`config.mk`:
```
export PLATFORM = sky130hd
export DESIGN_NAME = lin_gain_sat_flat
export DESIGN_NICKNAME = d
export VERILOG_FILES = /design/src/rtl/lin_gain_sat_if.sv /design/src/rtl/lin_gain_sat.sv /design/src/flat_wrapper.sv
export SDC_FILE = /design/constraint.sdc
export NUM_CORES = 1
export LEC_CHECK = 0
export BUFFER_PORTS_ARGS = -buffer_cell sky130_fd_sc_hd__clkbuf_2
export CAP_MARGIN = 30
export CORE_ASPECT_RATIO = 0.5
export CORE_MARGIN = 2
export CORE_UTILIZATION = 53
export CTS_CLUSTER_SIZE = 20
export DETAILED_ROUTE_END_ITERATION = 10
export PLACE_DENSITY_LB_ADDON = 0.08
export SLEW_MARGIN = 40
export SYNTH_ARGS = -nofsm -noshare
export SYNTH_HDL_FRONTEND = slang
export SYNTH_SLANG_ARGS = --single-unit
export TNS_END_PERCENT = 1
```
`constraint.sdc`:
```
create_clock -name ACLK -period 5.7 [get_ports ACLK]
set_input_delay 1.14 -clock ACLK [delete_from_list [all_inputs] [get_ports ACLK]]
set_output_delay 1.14 -clock ACLK [all_outputs]
set_load 0.005 [all_outputs]
```
`src/rtl/lin_gain_sat_if.sv`:
```
// ---------------------------------------------------------------------------
// lin_gain_sat_if
//   AXI4-Stream style bundle used on both sides of the gain stage.
//   Parameters:
//     DN  number of lanes per beat
//     DW  width of one lane sample
//   Signals:
//     tdata   DN*DW  lane i at [i*DW +: DW]
//     tkeep   DN     per-lane valid
//     tlast   1      end of packet
//     tvalid  1      beat valid (source)
//     tready  1      beat accepted (sink)
//   Modports:
//     master  drives tdata/tkeep/tlast/tvalid, receives tready
//     slave   receives tdata/tkeep/tlast/tvalid, drives tready
// ---------------------------------------------------------------------------
interface lin_gain_sat_if #(
   parameter int DN = 1,
   parameter int DW = 14
) ();
   logic [DN*DW-1:0] tdata;
   logic [DN-1:0]    tkeep;
   logic             tlast;
   logic             tvalid;
   logic             tready;

   modport master (
      output tdata, tkeep, tlast, tvalid,
      input  tready
   );

   modport slave (
      input  tdata, tkeep, tlast, tvalid,
      output tready
   );
endinterface

```
`src/rtl/lin_gain_sat.sv`:
```
// ---------------------------------------------------------------------------
// lin_gain_sat
//   Multi-lane gain stage: out = sat(round((in * cfg_mul) >>> SHIFT) + cfg_off)
//   Two registered stages with full backpressure, sticky per-lane overflow
//   flags and a saturating count of overflowing output beats.
//   Ports:
//     ACLK, ARESETn   clock, asynchronous active-low reset
//     sti             input stream  (slave,  DN lanes of DWI bits)
//     sto             output stream (master, DN lanes of DWO bits)
//     cfg_mul         signed gain, unity = 2**SHIFT, sampled at stage-1 load
//     cfg_off         signed offset, sampled at stage-2 load
//     cfg_sat         1: clamp on overflow, 0: keep DWO LSBs (wrap)
//     ctl_clr         single-cycle pulse clearing sts_ovf / sts_cnt
//     sts_ovf         sticky per-lane overflow flags (kept lanes only)
//     sts_cnt         beats with at least one overflowing kept lane
// ---------------------------------------------------------------------------
module lin_gain_sat #(
   parameter int DN    = 1,
   parameter int DWI   = 14,
   parameter int DWM   = 16,
   parameter int DWO   = 14,
   parameter int SHIFT = 14,
   parameter int ROUND = 1
) (
   input  logic             ACLK,
   input  logic             ARESETn,
   lin_gain_sat_if.slave    sti,
   lin_gain_sat_if.master   sto,
   input  logic [DWM-1:0]   cfg_mul,
   input  logic [DWO-1:0]   cfg_off,
   input  logic             cfg_sat,
   input  logic             ctl_clr,
   output logic [DN-1:0]    sts_ovf,
   output logic [31:0]      sts_cnt
);

   // Full product width, width of the shifted product, and the working
   // width of the offset sum (two guard bits so the add never wraps).
   localparam int PW = DWI + DWM;
   localparam int RW = PW - SHIFT;
   localparam int SW = ((RW > DWO) ? RW : DWO) + 2;

   // Rounding constant: half an LSB of the shifted result (round half up).
   localparam logic [PW:0] RND = (ROUND != 0) ? ((PW + 1)'(1) << (SHIFT - 1)) : '0;

   logic                   v1_reg;
   logic                   v2_reg;
   logic                   rdy1;
   logic                   rdy2;
   logic                   load1;
   logic                   load2;

   logic [DN-1:0][PW-1:0]  p1_reg;
   logic [DN-1:0][PW-1:0]  p_next;
   logic [DN-1:0]          keep1_reg;
   logic                   last1_reg;

   logic [DN*DWO-1:0]      data2_reg;
   logic [DN*DWO-1:0]      data_next;
   logic [DN-1:0]          keep2_reg;
   logic                   last2_reg;

   logic [DN-1:0]          ovf_next;
   logic [DN-1:0]          hit;

   // Ready ripples back combinationally so a full pipe still moves one
   // beat per cycle when the sink is ready.
   assign rdy2  = ~v2_reg | sto.tready;
   assign rdy1  = ~v1_reg | rdy2;
   assign load1 = sti.tvalid & rdy1;
   assign load2 = v1_reg & rdy2;

   assign sti.tready = rdy1;
   assign sto.tvalid = v2_reg;
   assign sto.tdata  = data2_reg;
   assign sto.tkeep  = keep2_reg;
   assign sto.tlast  = last2_reg;

   // Only kept lanes contribute to the status.
   assign hit = ovf_next & keep1_reg;

   generate
      for (genvar gi = 0; gi < DN; gi++) begin : g_lane
         logic [DWI-1:0] x;
         logic [PW-1:0]  xe;
         logic [PW-1:0]  me;
         logic [PW:0]    pr;
         logic [RW:0]    r;
         logic [SW-1:0]  s;
         logic [SW-DWO:0] top;
         logic           lane_unused;

         // Stage 1: full-width signed product.
         assign x  = sti.tdata[gi*DWI +: DWI];
         assign xe = {{DWM{x[DWI-1]}}, x};
         assign me = {{DWI{cfg_mul[DWM-1]}}, cfg_mul};
         assign p_next[gi] = $signed(xe) * $signed(me);

         // Stage 2: one extra bit keeps the rounding add from wrapping;
         // taking the upper slice is the arithmetic shift.
         assign pr = {p1_reg[gi][PW-1], p1_reg[gi]} + RND;
         assign r  = pr[PW:SHIFT];
         assign lane_unused = ^pr[SHIFT-1:0];

         assign s = {{(SW-RW-1){r[RW]}}, r} + {{(SW-DWO){cfg_off[DWO-1]}}, cfg_off};

         // In range exactly when every bit from the output sign bit up is
         // equal to the sum's sign.
         assign top = s[SW-1:DWO-1];
         assign ovf_next[gi] = ~((&top) | ~(|top));

         assign data_next[gi*DWO +: DWO] = (ovf_next[gi] & cfg_sat)
            ? (s[SW-1] ? {1'b1, {(DWO-1){1'b0}}} : {1'b0, {(DWO-1){1'b1}}})
            : s[DWO-1:0];
      end
   endgenerate

   // Control and status: reset clears the pipe so a partial packet is
   // dropped without ever presenting its tlast.
   always_ff @(posedge ACLK or negedge ARESETn) begin
      if (!ARESETn) begin
         v1_reg  <= 1'b0;
         v2_reg  <= 1'b0;
         sts_ovf <= '0;
         sts_cnt <= '0;
      end else begin
         if (rdy1) v1_reg <= sti.tvalid;
         if (rdy2) v2_reg <= v1_reg;

         // A clear in the same cycle as an overflow load restarts the
         // status from that event rather than losing it.
         if (ctl_clr) begin
            sts_ovf <= load2 ? hit : '0;
            sts_cnt <= (load2 && (|hit)) ? 32'd1 : 32'd0;
         end else if (load2 && (|hit)) begin
            sts_ovf <= sts_ovf | hit;
            if (sts_cnt != '1) sts_cnt <= sts_cnt + 32'd1;
         end
      end
   end

   // Datapath registers carry no reset; their contents only matter while
   // the matching valid bit is set.
   always_ff @(posedge ACLK) begin
      if (load1) begin
         p1_reg    <= p_next;
         keep1_reg <= sti.tkeep;
         last1_reg <= sti.tlast;
      end
      if (load2) begin
         data2_reg <= data_next;
         keep2_reg <= keep1_reg;
         last2_reg <= last1_reg;
      end
   end

endmodule

```
`src/flat_wrapper.sv`:
```
// flat-port wrapper written by rule: the top's interface ports become plain ports
module lin_gain_sat_flat 
#(
   parameter int DN    = 1,
   parameter int DWI   = 14,
   parameter int DWM   = 16,
   parameter int DWO   = 14,
   parameter int SHIFT = 14,
   parameter int ROUND = 1
)
  (ACLK, ARESETn, cfg_mul, cfg_off, cfg_sat, ctl_clr, sts_ovf, sts_cnt, sti_tdata, sti_tkeep, sti_tlast, sti_tvalid, sti_tready, sto_tdata, sto_tkeep, sto_tlast, sto_tvalid, sto_tready);
  lin_gain_sat_if #(.DN(DN), .DW((14))) sti_i ();
  lin_gain_sat_if #(.DN(DN), .DW((14))) sto_i ();
  input  logic ACLK;
  input  logic ARESETn;
  input  logic [DWM-1:0] cfg_mul;
  input  logic [DWO-1:0] cfg_off;
  input  logic cfg_sat;
  input  logic ctl_clr;
  output logic [DN-1:0] sts_ovf;
  output logic [31:0] sts_cnt;
  input wire logic [$bits(sti_i.tdata)-1:0] sti_tdata;
  input wire logic [$bits(sti_i.tkeep)-1:0] sti_tkeep;
  input wire logic [$bits(sti_i.tlast)-1:0] sti_tlast;
  input wire logic [$bits(sti_i.tvalid)-1:0] sti_tvalid;
  output wire logic [$bits(sti_i.tready)-1:0] sti_tready;
  output wire logic [$bits(sto_i.tdata)-1:0] sto_tdata;
  output wire logic [$bits(sto_i.tkeep)-1:0] sto_tkeep;
  output wire logic [$bits(sto_i.tlast)-1:0] sto_tlast;
  output wire logic [$bits(sto_i.tvalid)-1:0] sto_tvalid;
  input wire logic [$bits(sto_i.tready)-1:0] sto_tready;
  assign sti_i.tdata = sti_tdata;
  assign sti_i.tkeep = sti_tkeep;
  assign sti_i.tlast = sti_tlast;
  assign sti_i.tvalid = sti_tvalid;
  assign sti_tready = sti_i.tready;
  assign sto_tdata = sto_i.tdata;
  assign sto_tkeep = sto_i.tkeep;
  assign sto_tlast = sto_i.tlast;
  assign sto_tvalid = sto_i.tvalid;
  assign sto_i.tready = sto_tready;
  lin_gain_sat #(.DN(DN), .DWI(DWI), .DWM(DWM), .DWO(DWO), .SHIFT(SHIFT), .ROUND(ROUND)) u_core (.ACLK(ACLK), .ARESETn(ARESETn), .sti(sti_i), .sto(sto_i), .cfg_mul(cfg_mul), .cfg_off(cfg_off), .cfg_sat(cfg_sat), .ctl_clr(ctl_clr), .sts_ovf(sts_ovf), .sts_cnt(sts_cnt));
endmodule
```
# Word level (Yosys, flattened, before mapping)
# Cells that the tools add are included.
[word_totals] inputBits=52 n_memories=0 register_bits=83 mem_bits_rw=0 romBits=0 elab_cells=42 latch_bits=0
[classes] n_shift=0 n_lt_le_gt_ge=0 div_mod_pow=0 n_eq_ne=1 multipliers=1 n_bitwise=12 addsub=3 n_mux=9 reduce_logical=6
[op_table] cell="32-bit 2-to-1 mux" count=3
[op_table] cell="32-bit by 1-bit adder with 32-bit output, second input constant" count=1
[op_table] cell="32-bit inequality test, second input constant" count=1
[op_table] cell="30-bit by 15-bit adder with 31-bit output, second input constant" count=1
[op_table] cell="14-bit by 16-bit multiplier with 30-bit output" count=1
[op_table] cell="14-bit 2-to-1 mux" count=2
[op_table] cell="17-bit by 14-bit adder with 18-bit output" count=1
[op_table] cell="5-bit AND reduction" count=1
[op_table] cell="5-bit OR reduction" count=1
[op_table] cell="1-bit bitwise AND" count=4
[op_table] cell="1-bit 2-to-1 mux" count=4
[op_table] cell="1-bit inverter" count=4
[op_table] cell="1-bit OR" count=4
[op_table] cell="2-bit nonzero test" count=2
[op_table] cell="2-bit AND reduction" count=1
[op_table] cell="1-bit logical AND" count=1

# Logic depth before layout (Yosys ltp)
# Gate-level depths: netlist of run 1.
[logic_depth] depth_word=10 mapped_depth=23 depth_no_buf=22

# Worst setup path before layout of run 1
# No wires, ideal clock.
[synth_timing] path_kind="input to register" startpoint="input cfg_mul[15]" endpoint="register u_core.p1_reg[29] (netlist bit) (data pin)" stages=18 setup_ns=0.266 arrival_time_ns=6.693 required_ns=5.434 path_slack_ns=-1.259 cell_sequence="clkbuf_1 > and2_1 > fa_1 > inv_1 > fa_1 > inv_1 > fa_1 > fa_1 > fa_1 > fa_1 > ha_1 > a21oi_1 > o22ai_1 > a311o_1 > o21ai_0 > a21oi_1 > o41ai_1 > xnor2_1"
[synth_lines] element="start: declaration" line="flat_wrapper.sv:16" text="input logic [DWM-1:0] cfg_mul;"
[synth_lines] element="end signal: assignment" line="lin_gain_sat.sv:146" text="p1_reg <= p_next;"
[synth_lines] element="end: declaration" line="lin_gain_sat.sv:53" text="logic [DN-1:0][PW-1:0] p1_reg;"

==> summary.md, run 1 <==
| Metric | Value |
|---|---|
| Final core utilization | `roughly 65%` |
| Drt pass-1 iters | `5` |
| Total clock sinks | `70` |
| Hold Crit Class | `reg2reg` |
| Clock buffer count from CTS | `9` |
| GRT Overall Usage | `26.0%` |
| Worst-path clk slew | `approximately 0.060 ns` |
| Share of the synthesized area in the top cell type | `35.8%` |
| Main synth FF type | `edfxtp_1` |
| Die ar. | `between 0.02 and 0.025 sq mm` |
| Grt ovf | `0` |
| Mapped Cells | `roughly 1300` |
| Share of post-route cells with drive strength above 1 | `between 20 and 25%` |
| N_diodes | `0` |
| Largest net degree at the start of global routing | `42` |
| Fmax achieved | `about 160 MHz` |
| Max FFs per register | `32` |
| Synth top cells by count | `inv_1 (251), fa_1 (219), nand2_1 (130), and2_1 (125), ha_1 (87)` |
| Simple-gate share of the synthesized area | `around 17%` |
| Remaining DRCs | `0` |
| Startpoint Class | `input pin` |
| Wire per inst | `16.5 um` |
| Post-placement cell area | `about 0.014 sq mm` |
| RSZ-0062 raised after global routing | `true` |
| Initial core utilization | `around 54%` |
| Yosys reg bits | `70` |
| Main combinational cell family by area after synthesis | `adder cells` |
| Synth cell types | `67` |
| PortBufs | `about 100` |
| Routed vias | `around 9500` |
| CTS tree | `done` |
| Synth Area in Compound Gates | `under 10%` |
| Via count of the first global-routing pass | `a little under 10000` |
| Post-Syn Area | `0.0122 sq mm` |
| Max_cap viols | `0` |
| Slew headroom | `a little under half` |
| Xor/xnor cell area share of the yosys netlist | `between 5 and 6%` |
| Sequential fraction of the synthesis area | `15.7%` |
| Antenna violations before repair | `0` |
| Synth area leader | `fa_1` |
| Root Buffer | `clkbuf_16` |
| Adder-cell share of the synthesized area | `approximately 45%` |
| Crit Path Class | `in2reg` |
| I/O pins | `roughly 100` |
| Nets@finish | `about 1900` |
| Crit path max fanout | `10` |
| Post-synthesis mux area share | `less than 1%` |
| Tmin final | `just over 6 ns` |
| Core Area | `about 0.023 sq mm` |
| DP HPWL | `25500 um` |
| Hold Fails Final Rpt | `0` |
| Violated checks | `negative setup slack` |
| Status | `complete, but fails checks` |
| Arr. time, crit path | `roughly 6.3 ns` |
| Initial DRC count | `roughly 750` |
| Die Y | `approximately 110 um` |
| CP required | `between 5 and 6 ns` |
| Die X | `between 200 and 250 um` |
| Slew Viols, Final | `0` |
| Slew @ Worst Pin | `0.804 ns` |
| Clock Skew | `around 0.0068 ns` |
| Post-route cell area | `around 0.015 sq mm` |
| Yosys warnings | `0` |
| Final ANT Viol Nets | `0` |
| Via density | `about 5.2` |
| Mapped Nets | `1656` |
| Clk_lat worst skew | `between 0.3 and 0.4 ns` |
| Fin worst setup slack | `-0.504 ns` |
| Area delta synth->final | `20.7%` |
| Final Routed Wirelength | `about 30000 um` |
| Most common cell in the netlist | `inv_1` |
| Clock Path Buffers | `2` |
| First-pass GRT wire length | `between 50000 and 60000 um` |
| WHS | `0.423 ns` |
| Post-route clock period utilization | `109%` |
| Largest cells by area after synthesis | `fa_1 (36%), ha_1 (8.9%), edfxtp_1 (8.6%)` |
| H-tree levels | `3` |
| Post-synth EDFFs | `35` |
| Num rows | `39` |
| FFs w/ async S/R, synth | `50.0%` |
| Final setup violation count | `17` |
| Routability cong. | `0.929` |
| Syn Area/Cell | `approximately 9.4 sq um` |
| Crit end category | `flip-flop` |
per-stage QoR:
step                instances  worst slack [ns]  setup TNS (ns)
floorplan                1298            -0.628           -7.14
global placement         1789             -1.10          -14.03
detailed placement       1789             -1.11          -14.77
CTS                      1809            -0.504           -5.50
global route             1811            -0.762           -9.04
finish                   1811            -0.504           -5.66
timing repair:
| item | in CTS | in global routing |
|---|---|---|
| gates cloned | 0 | 0 |
| hold buffers | 0 | 0 |
| pin swaps | 30 | 18 |
| endpoints found under the setup margin | 17 | 17 |
| resized for setup | 53 | 19 |
| setup buffers | 4 | 2 |
cell families (layout without fill, tap and decap cells):
| group | count (synthesis) | count (layout) |
|---|---|---|
| compound gates | 138 | 138 |
| xor+xnor | 70 | 70 |
| fa+ha+maj | 306 | 306 |
| buf+inv | 291 | 497 |
| flops | 70 | 70 |
| mux | 8 | 8 |
| simple gates | 415 | 415 |
worst max-delay path, cell delays in order:
cell	delay [ns]
clkbuf_4	0.20
and2_1	0.20
fa_1	0.47
inv_1	0.05
fa_1	0.49
inv_1	0.06
fa_1	0.52
fa_1	0.44
fa_1	0.50
inv_1	0.07
fa_1	0.53
inv_1	0.05
ha_1	0.21
a21o_1	0.18
a21o_1	0.18
a22oi_2	0.21
nand2_2	0.12
a31o_4	0.24
o21ai_2	0.12
nand2b_1	0.10
a21oi_2	0.14
xnor2_1	0.09
final cells by class:
type / count / area, sq um
Tap cell: 307 / 384
Inverter: 251 / 942
Fill cell: 1884 / 7960
Sequential cell: 70 / 1930
Clock inverter: 5 / 106
Clock buffer: 11 / 243
Timing Repair Buffer: 230 / 1650
Multi-Input combinational cell: 937 / 9520
routing by layer:
layer | vias to the layer above | GRT usage [%] | wire length [um]
li1 | 4459 | - | -
met1 | 4679 | 39.1 | 14600
met2 | 279 | 39.7 | 13000
met3 | 39 | 4.43 | 1920
met4 | 0 | 5.41 | 418
met5 | - | 0 | 0
placed cells by master (no fill, tap or decap), drive strengths merged, types with 35 or more instances in the layout:
cell type  Yosys  routed
edfxtp        35      35
dfrtp         35      35
fa           219     219
inv          251     251
nor2          66      66
a21oi         44      44
and2         125     125
nand2        130     130
xnor2         53      53
clkbuf        35     110
buf            5     131
ha            87      87
final timing paths:
| check | from | end | slack [ns] | cells after the start |
|---|---|---|---|---|
| worst max-delay path | cfg_mul[8] | u_core.p1_reg[23] | -0.50 | 22 |
| worst min-delay path | u_core.last1_reg | u_core.sto.tlast | 0.42 | 0 |
| worst max register to register | u_core.p1_reg[15] | u_core.sto.tdata[5] | 0.99 | 18 |
| worst min register to register | u_core.last1_reg | u_core.sto.tlast | 0.42 | 0 |
| min in group asynchronous | ARESETn | u_core.sts_cnt[6] | 0.78 | 1 |
| max in group asynchronous | ARESETn | u_core.sts_cnt[2] | 4.58 | 1 |
Power of run 1 is not shown: default switching activity piles up to over one toggle a cycle in this logic, so the estimate is an artifact.
==> run 2: changes to the inputs <==
- CELL_PAD_IN_SITES_DETAIL_PLACEMENT: default -> 0
- CELL_PAD_IN_SITES_GLOBAL_PLACEMENT: default -> 1
- CORE_UTILIZATION: 53 -> 49
==> summary.md, run 2 (synthesis gave the netlist of run 1 again) <==
| Metric | Value |
|---|---|
| Status | `complete, but fails checks` |
| Violated checks | `negative setup slack` |
| Post-route clock period utilization | `109% (+0.35 points)` |
| First-pass GRT wire length | `51300 um (+1.9%)` |
| Initial core utilization | `50.5% (-3.4 points)` |
| Clk_lat worst skew | `0.34 ns (about the same)` |
| Flop2flop setup slack | `1.07 ns (+0.08 ns)` |
| Largest net degree at the start of global routing | `42 (unchanged)` |
| Final ANT Viol Nets | `0 (unchanged)` |
| Initial DRC count | `556 (-26%)` |
| Remaining DRCs | `0 (unchanged)` |
| CP required | `5.79 ns (about the same)` |
| Drt pass-1 iters | `5 (unchanged)` |
| Die X | `228 um (+3.9%)` |
| N_diodes | `0 (unchanged)` |
| Wire per inst | `16.8 um (+1.8%)` |
| Clock Path Buffers | `2 (unchanged)` |
| I/O pins | `103 (unchanged)` |
| Max FFs per register | `32 (unchanged)` |
| Num rows | `40 (+2.6%)` |
| Arr. time, crit path | `6.31 ns (+0.02 ns)` |
| Setup crit start | `cfg_mul[15]` |
| Startpoint Class | `input pin` |
| DP HPWL | `26300 um (+3.1%)` |
| Hold Path Depth | `0 (unchanged)` |
| Die ar. | `0.0264 sq mm (+7.9%)` |
| Root Buffer | `clkbuf_16` |
| PortBufs | `102 (unchanged)` |
| Most frequent cells in the layout | `inv_1 (240), fa_1 (210), nand2_1 (127)` |
| Total clock sinks | `70 (unchanged)` |
| Slew Viols, Final | `0 (unchanged)` |
| Crit Path Class | `in2reg` |
| Final setup violation count | `17 (unchanged)` |
| Routed vias | `9405 (-0.54%)` |
| Core Area | `0.0243 sq mm (+6.7%)` |
| Clock buffer count from CTS | `9 (unchanged)` |
| Hold Crit Start | `u_core.last1_reg` |
| RSZ-0062 raised after global routing | `true` |
| Routability cong. | `0.910 (-2.0%)` |
| Hold Crit Class | `reg2reg` |
| Worst-path clk slew | `0.06 ns (about the same)` |
| Slew headroom | `46.5% (+0.14 points)` |
| Most common cell after layout, fill and taps aside | `inv_1` |
| Via count of the first global-routing pass | `10140 (+2.2%)` |
| Grt ovf | `0 (unchanged)` |
| Hold Fails Final Rpt | `0 (unchanged)` |
| Crit path max fanout | `5 (-5)` |
| CTS tree | `done` |
| Max_cap viols | `0 (unchanged)` |
| Hold Path Sink | `u_core.sto.tlast` |
| Reg2reg end | `u_core.sto.tdata[9]` |
| Post-route setup TNS | `-6.17 ns (-0.508 ns)` |
| Via density | `5.14 (-1.6%)` |
| Worst r2r path cells | `18 (unchanged)` |
| Final Routed Wirelength | `30800 um (+2.9%)` |
| Die Y | `116 um (+3.9%)` |
| H-tree levels | `3 (unchanged)` |
| Clock Skew | `0.00606 ns (-0.000762 ns)` |
| Fin worst setup slack | `-0.524 ns (-0.0201 ns)` |
| Nets@finish | `1847 (-0.54%)` |
| Post-CTS Hold Buffers | `0 (unchanged)` |
| Fmax achieved | `161 MHz (-0.32%)` |
| Area delta synth->final | `20.2%` |
| Crit end category | `flip-flop` |
| Slew @ Worst Pin | `0.802 ns (-0.00203 ns)` |
| Share of post-route cells with drive strength above 1 | `22.4% (-0.12 points)` |
| GRT Overall Usage | `25.0% (-0.95 points)` |
| Reg2Reg Launch Point | `u_core.p1_reg[15]` |
| Antenna violations before repair | `0 (unchanged)` |
| Tmin final | `6.22 ns (+0.0201 ns)` |
==> run 2: cell types whose count changed in the layout (fill, tap and decap cells not counted), moves of 4 or more <==
cell	previous run	this run
buf_4	122	115
buf_6	0	5
clkbuf_4	13	7
fa_1	214	210
fa_2	5	9
inv_1	246	240
inv_2	5	11
==> run 2: cell type report <==
| cell class | count | area [sq um] |
|---|---|---|
| fill | 2122 | 9550 |
| multi-input combinational | 937 | 9510 |
| sequential | 70 | 1930 |
| timing repair buffer | 220 | 1600 |
| inverter | 251 | 942 |
| tap | 336 | 420 |
| clock buffer | 9 | 225 |
| clock inverter | 7 | 105 |
==> run 2: layer usage <==
| layer | vias up | track usage [%] | wire, um |
|---|---|---|---|
| met4 | 0 | 5.14 | 493 |
| met5 | - | 0 | 0 |
| met1 | 4708 | 36.3 | 15000 |
| met2 | 218 | 41.5 | 13900 |
| met3 | 35 | 2.31 | 1390 |
| li1 | 4444 | - | - |
==> run 2: critical path, cell delays in order <==
cell      delay (ns)
clkbuf_4        0.15
buf_4           0.16
and2_4          0.16
fa_1            0.50
inv_1           0.06
fa_2            0.64
fa_1            0.44
inv_1           0.08
fa_1            0.41
inv_1           0.08
fa_1            0.44
fa_1            0.54
inv_1           0.06
ha_4            0.22
a21oi_2         0.14
o22ai_1         0.10
a311o_1         0.31
o21ai_2         0.18
a21oi_2         0.11
o21a_1          0.19
nor2_1          0.12
xnor2_1         0.08
==> run 2: stage by stage <==
stage / utilization [%] / cells / worst slack [ns] / cell area [sq um] / hold slack, ns
floorplan: - / 1298 / -0.628 / 12400 / 0.400
CTS: 60.3 / 1829 / -0.497 / 14600 / 0.436
global route: 60.7 / 1830 / -0.691 / 14700 / 0.441
finish: 60.7 / 1830 / -0.524 / 14700 / 0.435
global placement: 58.0 / 1812 / -1.06 / 14100 / 0.412
detailed placement: 58.0 / 1812 / -1.10 / 14100 / 0.422
==> run 2: worst max path at each step <==
stage	endpoint
after floorplan	u_core.p1_reg[28]
after global placement	u_core.p1_reg[19]
after detailed placement	u_core.p1_reg[28]
after global routing	u_core.p1_reg[28]
final	u_core.p1_reg[28]
after CTS	u_core.p1_reg[18]
==> run 2: what timing repair did <==
action	4_1_cts	5_1_grt
setup buffers	1	1
endpoints found under the hold margin	0	0
pin swaps	30	22
gates resized for setup	59	36
endpoints found under the setup margin	17	17
gates cloned	0	0
Power of run 2 is left out for the same reason.
